===== config.mk =====
export PLATFORM = sky130hd
export DESIGN_NAME = instr_encoder
export DESIGN_NICKNAME = d
export VERILOG_FILES = /design/src/rtl/instr_encoder_pkg.sv /design/src/rtl/instr_encoder_imm_pack.sv /design/src/rtl/instr_encoder.sv
export SDC_FILE = /design/constraint.sdc
export NUM_CORES = 1
export LEC_CHECK = 0
export ABC_AREA = 1
export CAP_MARGIN = 15
export CELL_PAD_IN_SITES_DETAIL_PLACEMENT = 0
export CELL_PAD_IN_SITES_GLOBAL_PLACEMENT = 1
export CORE_AREA = 4 4 129 131
export DETAILED_ROUTE_END_ITERATION = 8
export DIE_AREA = 0 0 133 135
export HOLD_SLACK_MARGIN = 0.15
export PLACE_DENSITY_LB_ADDON = 0.1
export SLEW_MARGIN = 20
export SYNTH_ARGS = -nofsm -noshare
export SYNTH_HDL_FRONTEND = slang
export SYNTH_SLANG_ARGS = --single-unit

===== constraint.sdc =====
create_clock -name clk -period 2.8 [get_ports clk]
set_input_delay 0.84 -clock clk [delete_from_list [all_inputs] [get_ports clk]]
set_output_delay 0.84 -clock clk [all_outputs]
set_load 0.02 [all_outputs]

===== src/rtl/instr_encoder_pkg.sv =====
`default_nettype none
// ============================================================================
//  Module      : instr_encoder_pkg
//  Description : Shared RV32I definitions. This package holds the op_class
//                codes, the major opcodes and the funct3 values. The encoder
//                and the decoder both import it. It also provides helpers
//                that map an op_class to its instruction format and opcode.
//  Revision    : 1.0  initial release
// ============================================================================
package instr_encoder_pkg;

    // op_class codes; 11..15 are reserved
    localparam logic [3:0] c_cls_lui    = 4'd0;
    localparam logic [3:0] c_cls_auipc  = 4'd1;
    localparam logic [3:0] c_cls_jal    = 4'd2;
    localparam logic [3:0] c_cls_jalr   = 4'd3;
    localparam logic [3:0] c_cls_branch = 4'd4;
    localparam logic [3:0] c_cls_load   = 4'd5;
    localparam logic [3:0] c_cls_store  = 4'd6;
    localparam logic [3:0] c_cls_imm    = 4'd7;
    localparam logic [3:0] c_cls_alu    = 4'd8;
    localparam logic [3:0] c_cls_fence  = 4'd9;
    localparam logic [3:0] c_cls_system = 4'd10;
    localparam logic [3:0] c_cls_max    = 4'd10;

    // Major opcodes
    localparam logic [6:0] c_opc_lui    = 7'b0110111;
    localparam logic [6:0] c_opc_auipc  = 7'b0010111;
    localparam logic [6:0] c_opc_jal    = 7'b1101111;
    localparam logic [6:0] c_opc_jalr   = 7'b1100111;
    localparam logic [6:0] c_opc_branch = 7'b1100011;
    localparam logic [6:0] c_opc_load   = 7'b0000011;
    localparam logic [6:0] c_opc_store  = 7'b0100011;
    localparam logic [6:0] c_opc_imm    = 7'b0010011;
    localparam logic [6:0] c_opc_alu    = 7'b0110011;
    localparam logic [6:0] c_opc_fence  = 7'b0001111;
    localparam logic [6:0] c_opc_system = 7'b1110011;

    // funct3 values that need special handling
    localparam logic [2:0] c_f3_sll     = 3'b001;   // SLLI
    localparam logic [2:0] c_f3_sr      = 3'b101;   // SRLI / SRAI
    localparam logic [2:0] c_f3_br_r0   = 3'b010;   // unused branch conditions
    localparam logic [2:0] c_f3_br_r1   = 3'b011;
    localparam logic [2:0] c_f3_ld_r0   = 3'b011;   // unused load widths
    localparam logic [2:0] c_f3_ld_r1   = 3'b110;
    localparam logic [2:0] c_f3_ld_r2   = 3'b111;
    localparam logic [2:0] c_f3_sw      = 3'b010;   // widest store

    typedef enum logic [2:0] {
        FMT_R    = 3'd0,
        FMT_I    = 3'd1,
        FMT_S    = 3'd2,
        FMT_B    = 3'd3,
        FMT_U    = 3'd4,
        FMT_J    = 3'd5,
        FMT_NONE = 3'd6
    } fmt_e;

    function automatic fmt_e fmt_of(input logic [3:0] cls);
        case (cls)
            c_cls_alu:                                   return FMT_R;
            c_cls_jalr, c_cls_load, c_cls_imm,
            c_cls_fence, c_cls_system:                   return FMT_I;
            c_cls_store:                                 return FMT_S;
            c_cls_branch:                                return FMT_B;
            c_cls_lui, c_cls_auipc:                      return FMT_U;
            c_cls_jal:                                   return FMT_J;
            default:                                     return FMT_NONE;
        endcase
    endfunction

    function automatic logic [6:0] opcode_of(input logic [3:0] cls);
        case (cls)
            c_cls_lui:    return c_opc_lui;
            c_cls_auipc:  return c_opc_auipc;
            c_cls_jal:    return c_opc_jal;
            c_cls_jalr:   return c_opc_jalr;
            c_cls_branch: return c_opc_branch;
            c_cls_load:   return c_opc_load;
            c_cls_store:  return c_opc_store;
            c_cls_imm:    return c_opc_imm;
            c_cls_alu:    return c_opc_alu;
            c_cls_fence:  return c_opc_fence;
            c_cls_system: return c_opc_system;
            default:      return 7'b0000000;
        endcase
    endfunction

endpackage
`default_nettype wire


===== src/rtl/instr_encoder_imm_pack.sv =====
`default_nettype none
// ============================================================================
//  Module      : instr_encoder_imm_pack
//  Description : Combinational immediate packer. It places the immediate bits
//                into their instruction-word positions for the format chosen
//                by op_class. It also flags values that cannot be encoded.
//                Shift-immediate forms are handled here as well, including
//                the funct7 bits of those forms.
//  Ports       : i_op_class  op_class code
//                i_funct3    funct3, selects the shift-immediate forms
//                i_alt       funct7[5] for SRAI
//                i_imm       unpacked signed immediate
//                o_imm_bits  immediate/funct7 bits in place, all other bits 0
//                o_imm_err   immediate not encodable for this format
//  Revision    : 1.0  initial release
// ============================================================================
module instr_encoder_imm_pack (
    input  logic [3:0]  i_op_class,
    input  logic [2:0]  i_funct3,
    input  logic        i_alt,
    input  logic [31:0] i_imm,
    output logic [31:0] o_imm_bits,
    output logic        o_imm_err
);
    import instr_encoder_pkg::*;

    fmt_e w_fmt;
    logic w_fits12;
    logic w_fits13;
    logic w_fits21;
    logic w_shift;

    always_comb begin
        w_fmt    = fmt_of(i_op_class);
        // Fits an N-bit signed field when every bit above N-1 copies bit N-1
        w_fits12 = (i_imm[31:11] == {21{i_imm[11]}});
        w_fits13 = (i_imm[31:12] == {20{i_imm[12]}});
        w_fits21 = (i_imm[31:20] == {12{i_imm[20]}});
        w_shift  = (i_op_class == c_cls_imm) &&
                   ((i_funct3 == c_f3_sll) || (i_funct3 == c_f3_sr));

        o_imm_bits = '0;
        o_imm_err  = 1'b0;
        case (w_fmt)
            FMT_I: begin
                if (w_shift) begin
                    // shamt in [24:20]; funct7[5] only exists for SRAI
                    o_imm_bits = {1'b0, i_alt & (i_funct3 == c_f3_sr), 5'b0,
                                  i_imm[4:0], 20'b0};
                    o_imm_err  = (|i_imm[31:5]) | (i_alt & (i_funct3 == c_f3_sll));
                end else begin
                    o_imm_bits = {i_imm[11:0], 20'b0};
                    o_imm_err  = ~w_fits12;
                end
            end
            FMT_S: begin
                o_imm_bits = {i_imm[11:5], 13'b0, i_imm[4:0], 7'b0};
                o_imm_err  = ~w_fits12;
            end
            FMT_B: begin
                o_imm_bits = {i_imm[12], i_imm[10:5], 13'b0, i_imm[4:1], i_imm[11], 7'b0};
                o_imm_err  = ~w_fits13 | i_imm[0];
            end
            FMT_U: begin
                o_imm_bits = {i_imm[31:12], 12'b0};
                o_imm_err  = |i_imm[11:0];
            end
            FMT_J: begin
                o_imm_bits = {i_imm[20], i_imm[10:1], i_imm[11], i_imm[19:12], 12'b0};
                o_imm_err  = ~w_fits21 | i_imm[0];
            end
            default: begin
                o_imm_bits = '0;
                o_imm_err  = 1'b0;
            end
        endcase
    end

endmodule
`default_nettype wire


===== src/rtl/instr_encoder.sv =====
`default_nettype none
// ============================================================================
//  Module      : instr_encoder
//  Description : RV32I instruction encoder. It turns an unpacked field set
//                into a 32-bit word. Words that cannot be encoded come out
//                as zero with the illegal flag set. Output is buffered in an
//                output register plus one skid entry. Counters track
//                delivered legal words and delivered illegal words.
//  Ports       : clk, rst           clock, synchronous active-high reset
//                in_valid/in_ready  input handshake (in_ready = skid empty)
//                op_class, rd, rs1, rs2, funct3, alt, imm  field set
//                out_valid/out_ready output handshake
//                instr, illegal     encoded word and its illegal flag
//                enc_count          legal words delivered (wraps)
//                err_count          illegal words delivered (saturates)
//  Revision    : 1.0  initial release
// ============================================================================
module instr_encoder (
    input  logic        clk,
    input  logic        rst,
    input  logic        in_valid,
    output logic        in_ready,
    input  logic [3:0]  op_class,
    input  logic [4:0]  rd,
    input  logic [4:0]  rs1,
    input  logic [4:0]  rs2,
    input  logic [2:0]  funct3,
    input  logic        alt,
    input  logic [31:0] imm,
    output logic        out_valid,
    input  logic        out_ready,
    output logic [31:0] instr,
    output logic        illegal,
    output logic [15:0] enc_count,
    output logic [7:0]  err_count
);
    import instr_encoder_pkg::*;

    // ------------------------------------------------------------------
    // Field encoding
    // ------------------------------------------------------------------
    logic [31:0] w_imm_bits;
    logic        w_imm_err;
    fmt_e        w_fmt;
    logic        w_is_fence;
    logic [4:0]  w_rd_f;
    logic [4:0]  w_rs1_f;
    logic [4:0]  w_rs2_f;
    logic [2:0]  w_f3_f;
    logic [6:0]  w_f7_f;
    logic        w_f3_err;
    logic        w_illegal;
    logic [31:0] w_instr;

    instr_encoder_imm_pack u_imm_pack (
        .i_op_class (op_class),
        .i_funct3   (funct3),
        .i_alt      (alt),
        .i_imm      (imm),
        .o_imm_bits (w_imm_bits),
        .o_imm_err  (w_imm_err)
    );

    always_comb begin
        w_fmt      = fmt_of(op_class);
        w_is_fence = (op_class == c_cls_fence);
        w_rd_f     = '0;
        w_rs1_f    = '0;
        w_rs2_f    = '0;
        w_f3_f     = '0;
        w_f7_f     = '0;
        case (w_fmt)
            FMT_R: begin
                w_rd_f  = rd;
                w_rs1_f = rs1;
                w_rs2_f = rs2;
                w_f3_f  = funct3;
                w_f7_f  = {1'b0, alt, 5'b0};
            end
            FMT_I: begin
                // FENCE keeps rd and rs1 at zero
                w_rd_f  = w_is_fence ? 5'd0 : rd;
                w_rs1_f = w_is_fence ? 5'd0 : rs1;
                w_f3_f  = funct3;
            end
            FMT_S, FMT_B: begin
                w_rs1_f = rs1;
                w_rs2_f = rs2;
                w_f3_f  = funct3;
            end
            FMT_U, FMT_J: begin
                w_rd_f  = rd;
            end
            default: begin
                w_rd_f  = '0;
            end
        endcase

        w_f3_err = 1'b0;
        case (op_class)
            c_cls_branch: w_f3_err = (funct3 == c_f3_br_r0) || (funct3 == c_f3_br_r1);
            c_cls_load:   w_f3_err = (funct3 == c_f3_ld_r0) || (funct3 == c_f3_ld_r1) ||
                                     (funct3 == c_f3_ld_r2);
            c_cls_store:  w_f3_err = (funct3 > c_f3_sw);
            default:      w_f3_err = 1'b0;
        endcase

        w_illegal = (op_class > c_cls_max) | w_f3_err | w_imm_err;
        w_instr   = w_illegal ? 32'd0 :
                    (w_imm_bits | {w_f7_f, w_rs2_f, w_rs1_f, w_f3_f, w_rd_f, opcode_of(op_class)});
    end

    // ------------------------------------------------------------------
    // Output register + skid entry, counters
    // ------------------------------------------------------------------
    logic        r_out_valid;
    logic [31:0] r_out_instr;
    logic        r_out_illegal;
    logic        r_skid_valid;
    logic [31:0] r_skid_instr;
    logic        r_skid_illegal;
    logic [15:0] r_enc_count;
    logic [7:0]  r_err_count;
    logic        w_in_fire;
    logic        w_out_fire;

    assign in_ready   = ~r_skid_valid;
    assign w_in_fire  = in_valid & ~r_skid_valid;
    assign w_out_fire = r_out_valid & out_ready;

    always_ff @(posedge clk) begin
        if (rst) begin
            r_out_valid    <= 1'b0;
            r_out_instr    <= '0;
            r_out_illegal  <= 1'b0;
            r_skid_valid   <= 1'b0;
            r_skid_instr   <= '0;
            r_skid_illegal <= 1'b0;
            r_enc_count    <= '0;
            r_err_count    <= '0;
        end else begin
            if (w_out_fire) begin
                // Skid is older than anything arriving now, so it goes first.
                // No input can arrive while the skid is full.
                if (r_skid_valid) begin
                    r_out_instr   <= r_skid_instr;
                    r_out_illegal <= r_skid_illegal;
                    r_skid_valid  <= 1'b0;
                end else if (w_in_fire) begin
                    r_out_instr   <= w_instr;
                    r_out_illegal <= w_illegal;
                end else begin
                    r_out_valid   <= 1'b0;
                end
                if (r_out_illegal) begin
                    if (r_err_count != 8'hFF) begin
                        r_err_count <= r_err_count + 8'd1;
                    end
                end else begin
                    r_enc_count <= r_enc_count + 16'd1;
                end
            end else if (w_in_fire) begin
                if (!r_out_valid) begin
                    r_out_instr   <= w_instr;
                    r_out_illegal <= w_illegal;
                    r_out_valid   <= 1'b1;
                end else begin
                    r_skid_instr   <= w_instr;
                    r_skid_illegal <= w_illegal;
                    r_skid_valid   <= 1'b1;
                end
            end
        end
    end

    assign out_valid = r_out_valid;
    assign instr     = r_out_instr;
    assign illegal   = r_out_illegal;
    assign enc_count = r_enc_count;
    assign err_count = r_err_count;

endmodule
`default_nettype wire


==> impl_metrics.env, run 1 <==
export IMPL_p_int_mw=2.56
export IMPL_min_delay_start="instr[17]"
export IMPL_endpoint_kind="flop"
export IMPL_cts_hold_repair_buffers=0
export IMPL_cts_inserted_buffers=9
export IMPL_cap_violations=0
export IMPL_synthArstFlopShare_pct=0
export IMPL_wl_met3_um=798
export IMPL_min_path_cells=2
export IMPL_cts_root_buffer="clkbuf_16"
export IMPL_dieArea_um2=18000
export IMPL_critPathMaxStageDelay_ps=480
export IMPL_wl_met1_um=8430
export IMPL_crit_arrival_ps=2920
export IMPL_hold_path_class="flop to flop"
export IMPL_status="complete, no violations"
export IMPL_grt_pass1_wl_um=29800
export IMPL_hold_viol_final=0
export IMPL_grt_pass1_vias=5855
export IMPL_path_class="input pin to flop"
export IMPL_postRouteAntennaNets=0
export IMPL_fin_setup_tns_ps=0
export IMPL_ys_seq_elements=90
export IMPL_grt_antenna_before_repair=0
export IMPL_rows=46
export IMPL_worstReg2RegStart="out_valid"
export IMPL_synth_edf_count=0
export IMPL_seqPwrFrac_pct=37.7
export IMPL_coreArea_um2=15600
export IMPL_io_pins=118
export IMPL_max_slew_margin_rel_pct=64.8
export IMPL_avgSynthCellArea_um2=6.49
export IMPL_ys_seq_area_share_pct=32.8
export IMPL_gp_congestion=0.877
export IMPL_grt_setup_unrepaired="no"
export IMPL_post_route_min_period_ps=2650
export IMPL_path_clk_slew_ps=60
export IMPL_syn_inst=847
export IMPL_fin_skew_ps=6.59
export IMPL_netlist_area_um2=5500
export IMPL_drt_iter0_drc=250
export IMPL_routed_via_density=4.81
export IMPL_r2r_end="enc_count[13]"
export IMPL_final_nets=1095
export IMPL_yosys_cell_count_top_type="nand2_1"
export IMPL_drive_above_1_share_pct=18.0
export IMPL_place_hpwl_um=13400
export IMPL_r2r_setup_slack_ps=990
export IMPL_topRoutingLayerUsed="met4"
export IMPL_leakage_nw=3.49
export IMPL_synth_top_area_cell="dfxtp_1"
export IMPL_diodes=0
export IMPL_die_h_um=135
export IMPL_ir_drop_v=0.000318
export IMPL_grt_start_max_net_pins=65
export IMPL_synth_cell_type_count=40
export IMPL_power_density_nw_per_um2=454
export IMPL_grt_usage_pct=20.4
export IMPL_netlist_top_cells_count="nand2_1, nor2_1, dfxtp_1, a21oi_1, inv_1"
export IMPL_start_util_pct=35.2
export IMPL_hold_path_endpoint="instr[17]"
export IMPL_die_w_um=133
export IMPL_setup_violations=0
export IMPL_clock_sinks=90
export IMPL_wire_per_inst_um=14.7
export IMPL_synth_top_cell_area_share_pct=32.8
export IMPL_drv_slew=0
export IMPL_ys_flop_type="dfxtp_1"
export IMPL_htreeDepth=3
export IMPL_total_power_mw=3.61
export IMPL_netlist_top_cells_area="dfxtp_1, nand2_1, nor2_1"
export IMPL_dr_pass1_iters=5
export IMPL_syn_nets=914
export IMPL_r2r_cells=11
export IMPL_cts_tree="built"
export IMPL_path_max_fanout=9
export IMPL_worstMarginPinSlew_ps=529
export IMPL_area_growth_pct=44.5
export IMPL_vias=6000
export IMPL_cts_max_path_buffers=2
export IMPL_clkLatencyLatePin_ps=340
export IMPL_switchingPower_mw=1.05
export IMPL_worst_setup_path_start_kind="input pin"
export IMPL_io_buffers=117
export IMPL_clkPwrFrac_pct=36.9
export IMPL_max_freq_mhz=377
export IMPL_p_sw_share_pct=29.2
export IMPL_crit_top_cell="nand2_1"
export IMPL_cp_data_required_time_ps=3070
export IMPL_synth_warnings=0
export IMPL_gr_total_overflow=0
export IMPL_wl_met2_um=8920
export IMPL_slowest_stage="clkdlybuf4s50_1"
export IMPL_totalWireLength_um=18300
export IMPL_fin_crit_sh_pct=94.6
export IMPL_drc_errors=0
export IMPL_p_comb_share_pct=25.4
export IMPL_cp_cell_sequence="clkdlybuf4s50_1 > inv_1 > ha_1 > a21oi_1 > nand3_1 > nand2_1 > nand2_4 > nor2_4 > buf_12 > nand3_2 > nand2_1 > nand2_1 > a21oi_1"
## flip-flops by register name (all words and copies together), names as in the netlist
signal          count
illegal             1
r_skid_instr       31
r_skid_valid        1
r_skid_illegal      1
out_valid           1
enc_count          16
instr              31
err_count           8
## power by group through the flow
stage	registers [mW]	clock network [mW]	logic (mW)
2_1_floorplan	1.41	0	0.462
3_3_place_gp	1.39	0	0.840
3_5_place_dp	1.39	0	0.845
4_1_cts	1.36	1.37	0.913
5_1_grt	1.37	1.41	1.00
6_report	1.36	1.33	0.916
## cell type report
class	count	area [um^2]
Sequential cell	90	1800
Fill cell	1607	7660
Clock buffer	11	253
Tap cell	216	270
Inverter	77	289
Timing Repair Buffer	204	1920
Clock inverter	4	75.1
Multi-Input combinational cell	646	3330
## worst max-delay path by stage
stage                startpoint             end  slack (ps)  cells past startpoint
floorplan           op_class[0]  r_skid_illegal         360                     17
global placement        imm[30]        instr[7]        -610                     14
detailed placement  op_class[1]       instr[25]        -650                     15
CTS                     imm[30]       instr[25]         120                     15
global route            imm[11]       instr[22]           2                     15
finish                  imm[11]       instr[20]         150                     13
## through the flow
step	cell area, um^2	std cells	setup WS [ps]	util [%]	hold slack (ps)
floorplan	5500	847	359	-	493
global placement	7390	1225	-610	47.4	448
detailed placement	7390	1225	-646	47.4	458
CTS	7880	1248	116	50.5	465
global route	7940	1248	2.09	50.9	480
finish	7940	1248	150	50.9	461
## cell families (layout without fill, tap and decap cells)
kind of cell | Yosys count | in the layout | share of synthesized area [%]
simple gates | 463 | 467 | 39.4
compound gates | 170 | 170 | 16.5
buf+inv | 115 | 296 | 9.34
flops | 90 | 90 | 32.8
fa+ha+maj | 8 | 8 | 1.82
xor+xnor | 1 | 1 | 0.159
## routing by layer
layer | GRT usage (%) | up-vias
met5 | 0 | -
met2 | 34.7 | 113
met4 | 4.10 | 0
li1 | - | 3100
met3 | 4.17 | 14
met1 | 26.9 | 2773
## what timing repair did
action                                  in CTS  in global routing
cloned                                       4                  0
hold endpoints to repair                     0                  0
gates resized for setup                     10                 17
buffers inserted                             4                  0
pin swaps                                    9                  2
endpoints found under the setup margin      64                 33
## critical path, delay by kind of cell
kind / cells / cell delay (ps)
AOI/OAI and AO/OA: 2 / 240
adders and majority gates: 1 / 330
buffers and inverters: 3 / 720
and+or+nand+nor: 7 / 790
## placed cells by master, fill, tap and decap left out, types with 4 or more instances in the layout
cell / n
dfxtp_1: 90
nor2_2: 4
a21oi_2: 7
o21ai_1: 15
ha_1: 6
nor2_4: 6
clkdlybuf4s50_1: 113
nand3_1: 29
nor2_1: 134
nor3_1: 8
nand4_1: 7
inv_2: 9
clkbuf_16: 9
nand2_8: 6
nand2_2: 6
nand2_1: 222
nand2_4: 4
buf_4: 79
inv_1: 68
buf_12: 7
a21oi_1: 78
o21ai_0: 53
o22ai_1: 4
nand3_2: 31
o211ai_1: 4
(Power assumes the default switching activity.)
==> inputs of run 2 (changes only) <==
--- a/config.mk
+++ b/config.mk
@@ -14,7 +14,6 @@
 export DIE_AREA = 0 0 133 135
 export HOLD_SLACK_MARGIN = 0.15
 export PLACE_DENSITY_LB_ADDON = 0.1
-export SLEW_MARGIN = 20
 export SYNTH_ARGS = -nofsm -noshare
 export SYNTH_HDL_FRONTEND = slang
 export SYNTH_SLANG_ARGS = --single-unit
==> results of run 2 <==
Final layout, timing and power as in run 1 (identical DEF).
==> inputs of run 3 (changes only) <==
--- a/config.mk
+++ b/config.mk
@@ -14,6 +14,7 @@
 export DIE_AREA = 0 0 133 135
 export HOLD_SLACK_MARGIN = 0.15
 export PLACE_DENSITY_LB_ADDON = 0.1
+export RECOVER_POWER = 50
 export SYNTH_ARGS = -nofsm -noshare
 export SYNTH_HDL_FRONTEND = slang
 export SYNTH_SLANG_ARGS = --single-unit
==> impl_metrics.env, run 3 (synthesis gave the netlist of run 1 again) <==
export IMPL_instances_no_fill=1248
export IMPL_register_area_um2=1800
export IMPL_place_inst=1225
export IMPL_wl_met3_um=859
export IMPL_htreeDepth=3
export IMPL_totalWireLength_um=18300
export IMPL_clock_sinks=90
export IMPL_power_density_nw_per_um2=453
export IMPL_cp_cell_sequence="clkdlybuf4s50_1 > inv_1 > ha_1 > a21oi_1 > nand3_1 > nand2_1 > nand2_4 > nor2_4 > buf_12 > nand3_2 > nand2_1 > nand2_1 > a21oi_1"
export IMPL_path_class="input pin to flop"
export IMPL_grt_usage_pct=20.4
export IMPL_dieArea_um2=18000
export IMPL_worst_setup_path_start_kind="input pin"
export IMPL_worstMarginPinSlew_ps=1020
export IMPL_path_clk_slew_ps=60
export IMPL_hold_ws_ps=459
export IMPL_fillers=1609
export IMPL_grt_pass1_wl_um=29800
export IMPL_dr_pass1_iters=5
export IMPL_post_route_min_period_ps=2650
export IMPL_ir_drop_v=0.000320
export IMPL_setup_violations=0
export IMPL_leakage_nw=3.68
export IMPL_drive_above_1_share_pct=17.9
export IMPL_place_hpwl_um=13400
export IMPL_cts_inserted_buffers=9
export IMPL_wl_met1_um=8370
export IMPL_clkLatencyLatePin_ps=340
export IMPL_drc_errors=0
export IMPL_crit_top_cell="nand2_1"
export IMPL_die_w_um=133
export IMPL_critPathMaxStageDelay_ps=480
export IMPL_cp_num_buf_inv=3
export IMPL_hold_path_class="flop to flop"
export IMPL_r2r_setup_slack_ps=980
export IMPL_path_delay_family="simple AND/OR/NAND/NOR gates"
export IMPL_grt_start_max_net_pins=65
export IMPL_grt_setup_unrepaired="no"
export IMPL_status="complete, no violations"
export IMPL_rows=46
export IMPL_gr_total_overflow=0
export IMPL_worstReg2RegStart="out_valid"
export IMPL_max_freq_mhz=377
export IMPL_start_util_pct=35.2
export IMPL_vias=5997
export IMPL_endpoint_kind="flop"
export IMPL_most_common_layout_cells="nand2_1, nor2_1, dfxtp_1"
export IMPL_drt_iter0_drc=287
export IMPL_final_nets=1095
export IMPL_min_delay_start="instr[17]"
export IMPL_fin_skew_ps=5.49
export IMPL_hold_path_endpoint="instr[17]"
export IMPL_multi_input_area_um2=3330
export IMPL_mostFrequentLayoutCell="nand2_1"
export IMPL_r2r_cells=11
export IMPL_diodes=0
export IMPL_die_h_um=135
export IMPL_io_buffers=117
export IMPL_cp_depth=13
export IMPL_path_max_fanout=9
export IMPL_grt_pass1_vias=5855
export IMPL_io_pins=118
export IMPL_topRoutingLayerUsed="met4"
export IMPL_r2r_end="enc_count[13]"
export IMPL_cts_max_path_buffers=2
export IMPL_min_path_cells=2
export IMPL_slowest_stage="clkdlybuf4s50_1"
export IMPL_postRouteAntennaNets=0
export IMPL_max_slew_margin_rel_pct=32.2
export IMPL_wire_per_inst_um=14.7
export IMPL_cap_violations=0
export IMPL_cp_data_required_time_ps=3070
export IMPL_grt_antenna_before_repair=0
export IMPL_coreArea_um2=15600
export IMPL_fin_crit_sh_pct=94.7
export IMPL_crit_arrival_ps=2920
export IMPL_drv_slew=0
export IMPL_cts_root_buffer="clkbuf_16"
export IMPL_gp_congestion=0.877
export IMPL_wl_met2_um=8860
export IMPL_routed_via_density=4.81
export IMPL_hold_viol_final=0
export IMPL_area_growth_pct=44.4
export IMPL_cts_tree="built"
run 3: cell count changes in the layout (fill, tap and decap cells not counted), sizes merged:
cell           change
clkbuf             +2
dlygate4sd3       +61
buf                -2
clkdlybuf4s50     -61
run 3: power breakdown:
part / internal (mW) / switching, mW
Sequential: 1.33 / 0.0288
Combinational: 0.388 / 0.517
Clock: 0.826 / 0.506
run 3: final cells by class:
type / count / share of cell area, %
Clock buffer: 11 / 3.19
Clock inverter: 4 / 0.946
Inverter: 77 / 3.64
Multi-Input combinational cell: 646 / 42.0
Sequential cell: 90 / 22.7
Tap cell: 216 / 3.41
Timing Repair Buffer: 204 / 24.1
run 3: worst max-delay path by stage:
stage,startpoint,end
final,imm[11],instr[20]
after global routing,imm[11],instr[22]
after detailed placement,op_class[1],instr[25]
after CTS,imm[30],instr[25]
after global placement,imm[30],instr[7]
after floorplan,op_class[0],r_skid_illegal
run 3: per-layer routing:
layer / track usage [%] / vias to the layer above
met3: 4.17 / 16
li1: - / 3101
met2: 34.7 / 124
met1: 26.9 / 2756
met4: 4.10 / 0
met5: 0 / -
run 3: worst register-to-register path, cell delays in order (launching register included):
cell     delay (ps)
dfxtp_1         370
nand2_1          90
inv_1            90
nand2_1          70
nor2_1          210
nand3_1         140
nor2_1          160
nand4_1         140
nor2_1          160
nand2_1          90
o21ai_1         120
a21oi_1          70
run 3: metrics by stage:
stage / instance area [um^2] / worst slack, ps / TNS [ps] / power [mW] / util [%]
after floorplan: 5500 / 359 / 0 / 1.88 / -
after global placement: 7390 / -610 / -30390 / 2.23 / 47.4
after detailed placement: 7390 / -646 / -34650 / 2.23 / 47.4
after CTS: 7880 / 116 / 0 / 3.64 / 50.5
after global routing: 7940 / 2.09 / 0 / 3.77 / 50.9
final: 7940 / 150 / 0 / 3.60 / 50.9
run 3: repair_timing:
item / in CTS / in global routing
buffers inserted: 4 / 0
endpoints found under the setup margin: 64 / 33
pin swaps: 9 / 2
gates cloned: 4 / 0
hold buffers: 0 / 0
gates resized for setup: 10 / 17
